### config.mk
export PLATFORM = sky130hd
export DESIGN_NAME = el2_exu_mul_pipe
export DESIGN_NICKNAME = d
export VERILOG_FILES = /design/src/rtl/el2_exu_mul_pipe.sv
export SDC_FILE = /design/constraint.sdc
export NUM_CORES = 2
export LEC_CHECK = 0
export BUFFER_PORTS_ARGS = -buffer_cell sky130_fd_sc_hd__clkbuf_2
export CAP_MARGIN = 10
export CORE_MARGIN = 2
export CORE_UTILIZATION = 42
export CTS_CLUSTER_DIAMETER = 40
export CTS_CLUSTER_SIZE = 24
export DETAILED_ROUTE_END_ITERATION = 10
export HOLD_SLACK_MARGIN = 0.05
export PLACE_DENSITY = 0.65
export REMOVE_ABC_BUFFERS = 1
export SLEW_MARGIN = 10
export SYNTH_ARGS = -nofsm -noshare
export SYNTH_HDL_FRONTEND = slang
export SYNTH_SLANG_ARGS = --single-unit
export TNS_END_PERCENT = 1
### constraint.sdc
create_clock -name clk -period 27.9 [get_ports clk]
set_clock_uncertainty 0.05 [all_clocks]
set_input_delay 4.185 -clock clk [delete_from_list [all_inputs] [get_ports clk]]
set_output_delay 4.185 -clock clk [all_outputs]
set_load 0.03 [all_outputs]
### src/rtl/el2_exu_mul_pipe.sv
`default_nettype none
// ============================================================================
// Module   : el2_exu_mul_pipe
// Brief    : Pipelined RV M-extension multiplier (MUL/MULH/MULHSU/MULHU).
//            Each stage folds one chunk of rs1 into a running product.
// Revision : 1.0
// ============================================================================
module el2_exu_mul_pipe #(
    parameter int XLEN   = 32,
    parameter int STAGES = 3,
    parameter int TAG_W  = 5
) (
    input  logic             clk,
    input  logic             rst_l,
    input  logic             scan_mode,
    input  logic             in_valid,
    output logic             in_ready,
    input  logic [1:0]       in_op,
    input  logic [TAG_W-1:0] in_tag,
    input  logic [XLEN-1:0]  rs1_in,
    input  logic [XLEN-1:0]  rs2_in,
    input  logic             flush,
    output logic             out_valid,
    input  logic             out_ready,
    output logic [XLEN-1:0]  out_result,
    output logic [TAG_W-1:0] out_tag,
    output logic             busy
);

    localparam int         c_CHUNK_W   = (XLEN + STAGES - 1) / STAGES;
    localparam int         c_APAD_W    = STAGES * c_CHUNK_W;
    localparam int         c_PROD_W    = 2 * XLEN;
    localparam logic [1:0] c_OP_MUL    = 2'b00;
    localparam logic [1:0] c_OP_MULH   = 2'b01;
    localparam logic [1:0] c_OP_MULHSU = 2'b10;

    // Unsigned chunk k of the low XLEN bits of rs1 (zero padded at the top).
    function automatic logic [c_CHUNK_W-1:0] f_chunk(input logic [XLEN-1:0] a, input int k);
        logic [c_APAD_W-1:0] v_pad;
        v_pad = c_APAD_W'(a);
        return v_pad[k*c_CHUNK_W +: c_CHUNK_W];
    endfunction

    function automatic logic [c_PROD_W-1:0] f_pp(input logic [c_CHUNK_W-1:0] c,
                                                 input logic [c_PROD_W-1:0]  b);
        return c_PROD_W'(c) * b;
    endfunction

    logic                w_stall;
    logic                w_accept;
    logic                w_a_neg;
    logic                w_b_sgn;
    logic [c_PROD_W-1:0] w_b_ext;
    logic [c_PROD_W-1:0] w_acc_head;
    logic [STAGES-1:0]   w_valid;
    logic [STAGES-1:0]   w_hi;
    logic [TAG_W-1:0]    w_tag [STAGES];
    logic [c_PROD_W-1:0] w_acc [STAGES];
    logic [XLEN-1:0]     w_a   [STAGES];
    logic [c_PROD_W-1:0] w_b   [STAGES];
    logic                w_unused_scan;

    assign w_unused_scan = scan_mode;

    assign out_valid = w_valid[STAGES-1];
    assign w_stall   = out_valid & ~out_ready;
    assign in_ready  = ~flush & ~w_stall;
    assign w_accept  = in_valid & in_ready;
    assign busy      = |w_valid;

    assign w_a_neg = ((in_op == c_OP_MULH) | (in_op == c_OP_MULHSU)) & rs1_in[XLEN-1];
    assign w_b_sgn = (in_op == c_OP_MULH) & rs2_in[XLEN-1];
    assign w_b_ext = {{XLEN{w_b_sgn}}, rs2_in};

    // A negative rs1 equals its unsigned low bits minus 2^XLEN; that
    // correction term is applied once, up front, alongside chunk 0.
    assign w_acc_head = f_pp(f_chunk(rs1_in, 0), w_b_ext)
                      - ({c_PROD_W{w_a_neg}} & (w_b_ext << XLEN));

    for (genvar s = 0; s < STAGES; s++) begin : g_stage
        logic                r_valid;
        logic                r_hi;
        logic [TAG_W-1:0]    r_tag;
        logic [c_PROD_W-1:0] r_acc;
        logic                w_in_valid;
        logic                w_in_hi;
        logic [TAG_W-1:0]    w_in_tag;
        logic [c_PROD_W-1:0] w_in_acc;

        if (s == 0) begin : g_head
            assign w_in_valid = w_accept;
            assign w_in_hi    = (in_op != c_OP_MUL);
            assign w_in_tag   = in_tag;
            assign w_in_acc   = w_acc_head;
        end else begin : g_body
            assign w_in_valid = w_valid[s-1];
            assign w_in_hi    = w_hi[s-1];
            assign w_in_tag   = w_tag[s-1];
            assign w_in_acc   = w_acc[s-1]
                              + (f_pp(f_chunk(w_a[s-1], s), w_b[s-1]) << (s * c_CHUNK_W));
        end

        // Flush beats stall; bubbles advance without touching data.
        always_ff @(posedge clk or negedge rst_l) begin
            if (!rst_l) begin
                r_valid <= 1'b0;
                r_hi    <= 1'b0;
                r_tag   <= '0;
                r_acc   <= '0;
            end else if (flush) begin
                r_valid <= 1'b0;
            end else if (!w_stall) begin
                r_valid <= w_in_valid;
                if (w_in_valid) begin
                    r_hi  <= w_in_hi;
                    r_tag <= w_in_tag;
                    r_acc <= w_in_acc;
                end
            end
        end

        assign w_valid[s] = r_valid;
        assign w_hi[s]    = r_hi;
        assign w_tag[s]   = r_tag;
        assign w_acc[s]   = r_acc;

        if (s < STAGES - 1) begin : g_opnd
            logic [XLEN-1:0]     r_a;
            logic [c_PROD_W-1:0] r_b;
            logic [XLEN-1:0]     w_in_a;
            logic [c_PROD_W-1:0] w_in_b;

            if (s == 0) begin : g_from_port
                assign w_in_a = rs1_in;
                assign w_in_b = w_b_ext;
            end else begin : g_from_prev
                assign w_in_a = w_a[s-1];
                assign w_in_b = w_b[s-1];
            end

            always_ff @(posedge clk or negedge rst_l) begin
                if (!rst_l) begin
                    r_a <= '0;
                    r_b <= '0;
                end else if (!flush && !w_stall && w_in_valid) begin
                    r_a <= w_in_a;
                    r_b <= w_in_b;
                end
            end

            assign w_a[s] = r_a;
            assign w_b[s] = r_b;
        end else begin : g_tail
            assign w_a[s] = '0;
            assign w_b[s] = '0;
        end
    end

    assign out_result = w_hi[STAGES-1] ? w_acc[STAGES-1][c_PROD_W-1:XLEN]
                                       : w_acc[STAGES-1][XLEN-1:0];
    assign out_tag    = w_tag[STAGES-1];

endmodule
`default_nettype wire

==> results.cfg <==
[die]
rows = 130
die-width_um = 360
ioPinCount = 117
die_y_um = 360
initial_core_util_pct = 42.3
fp.coreArea_um2 = 126000
dieArea_um2 = 129000

[synth]
syn_area_per_cell_um2 = 8.79
ys_ff_latch = 310
yosys_warnings = 0
synth_common_cells = 1,174 x nand2_1, 1,059 x inv_1, 901 x fa_1
synth_edf_count = 0
synthCells = 6040
synth.largest_area_cell = fa_1
synth_most_common_cell = nand2_1
ys_seq_area_share_pct = 14.6
synth_area_um2 = 53100
yosys-top-cells-area = fa_1 34%, dfrtp_1 15%, ha_1 9.0%, nand2_1 8.3%, inv_1 7.5%
async_flop_share_pct = 100
synth.distinct_cells = 75
synth_top_area_share_pct = 34.0
synth_ff_type = dfrtp_1

[critical_path]
r2r_start = g_stage[0].g_opnd.r_b[15]
required_ps = 28350
worstRegToRegCells = 34
slowest_delay_ps = 750
critPathKind = in -> reg
reg2reg_slack_ps = 17640
crit_arrival_ps = 14710
startpoint_type = input port
crit_fanout = 33
cp_common_cell = fa_1
crit_path_end_kind = flip-flop
cp_slowest_cell = a2111oi_0
reg2reg_to = g_stage[1].r_acc[63]

[cts]
cts_buffers = 40
postCtsSetupBuffers = 0
cts_tree = built
cts_resized = 0
cts_root_buffer = clkbuf_16
htreeDepth = 2
path_clk_slew_ps = 70
cts_hold_buf = 0
cts_buffer_depth = 3
cts.sinks = 310
clk-insertion-delay-late_ps = 610

[global_route]
grt-busiest-layer = met2
globalRouteMet2Util_pct = 35.1
antenna_found_initial = 4
track_usage_pct = 21.2
grt_max_degree = 115
met3_usage_pct = 2.82
grt_pass1_vias = 41800
met1_usage_pct = 28.7
grt-ovfl-total = 0
grt_pass1_wl_mm = 222

[job]
maxCapViolCount = 0

[timing]
setup_viol = 0
setup-tns-final_ps = 0
hold_viol_final = 0
drv_slew = 0
fin_crit_sh_pct = 51.1
relSlewSlack_pct = 24.1
worstMarginPinSlew_ps = 1140
min_period_ps = 14260
rsz0062_at_grt = false
fmax_mhz = 70.1

[routing]
drcViolationCount = 0
drt_wl_total_mm = 134
antenna_left = 0
wl_per_cell_um = 17.6
vias_per_cell = 5.22
dr.pass1.iters = 5
num_vias = 39800
drt_iter0_markers = 2363

[finish]
drive_gt1_share_pct = 6.39
nNetsFinal = 7292
syn_to_final_growth_pct = 6.07
multi_input_area_um2 = 40300
num-fill-cells = 12300
regArea_um2 = 7760

[place]
dp_hpwl_mm = 108
gp_congestion = 0.939
io_buffers = 115

[hold_path]
worstHoldEndpoint = g_stage[0].r_acc[0]
hold_class = reg -> reg
min_path_cells = 2
worst_hold_startpoint = g_stage[0].r_acc[0]

[run_status]
status = complete, no violations
==> metrics by stage <==
stage / cells / cell area (µm²) / setup WS (ps) / hold WS (ps) / util [%]
2_1_floorplan: 5747 / 52000 / 15010 / 385 / -
3_3_place_gp: 7542 / 54900 / 13180 / 400 / 43.7
3_5_place_dp: 7542 / 54900 / 13000 / 407 / 43.7
4_1_cts: 7615 / 56300 / 13620 / 423 / 44.8
5_1_grt: 7615 / 56300 / 12780 / 444 / 44.8
6_report: 7616 / 56300 / 13640 / 412 / 44.8
==> routing by layer <==
metal  vias up  part of all wire, %
li1      18500                    -
met1     20100                   44
met2      1002                   47
met3       207                  5.6
met4         0                  3.5
met5         -                    0
==> kinds of logic after synthesis <==
family / synth area share [%]
simple gates: 16.0
buf+inv: 9.57
xor+xnor: 4.18
mux: 2.88
compound gates: 9.85
fa+ha+maj: 42.9
flops: 14.6
==> cell type report <==
type                    instances  area share (%)
multi-input cells            4378            71.5
well taps                    1650            3.67
diodes                          1         0.00444
inverters                    1059            7.06
repair buffers                145            1.44
clock inverters                31           0.711
clock buffers                  42            1.83
flip-flops and latches        310            13.8
==> state kept, by name, indices dropped and copies added, names as in the netlist <==
name / flops
g_stage.g_opnd.r_a: 31
g_stage.g_opnd.r_b: 66
g_stage.r_acc: 192
g_stage.r_hi: 3
g_stage.r_tag: 10
g_stage.r_valid: 2
out_tag: 5
out_valid: 1
==> how the worst max path moves through the flow <==
stage | slack [ps] | end | start | cells after the start
2_1_floorplan | 15010 | g_stage[0].r_acc[63] | in_op[1] | 31
3_3_place_gp | 13180 | g_stage[0].r_acc[58] | rs1_in[3] | 36
3_5_place_dp | 13000 | g_stage[0].r_acc[58] | rs1_in[3] | 36
4_1_cts | 13620 | g_stage[0].r_acc[58] | rs1_in[3] | 36
5_1_grt | 12780 | g_stage[0].r_acc[58] | rs1_in[3] | 36
6_report | 13640 | g_stage[0].r_acc[58] | rs1_in[3] | 36
==> layout by cell type (no fill, tap or decap), drive strengths merged, types with 28 or more instances in the layout <==
master,n
nand2,1174
inv,1074
fa,901
ha,380
and2,373
dfrtp,310
o21ai,247
a21oi,210
xnor2,161
clkbuf,156
mux2,127
nor2,124
a21o,123
xor2,89
nor3,40
nand3,37
o21a,36
buf,31
o21bai,28
==> critical path, delay by kind of cell <==
family	cells	cell delay [ps]
xor+xnor	1	130
fa+ha+maj	7	3000
compound gates	18	5550
buf+inv	4	820
simple gates	6	930
Power is not shown: default switching activity piles up to over one toggle a cycle in this logic, so the estimate is an artifact.
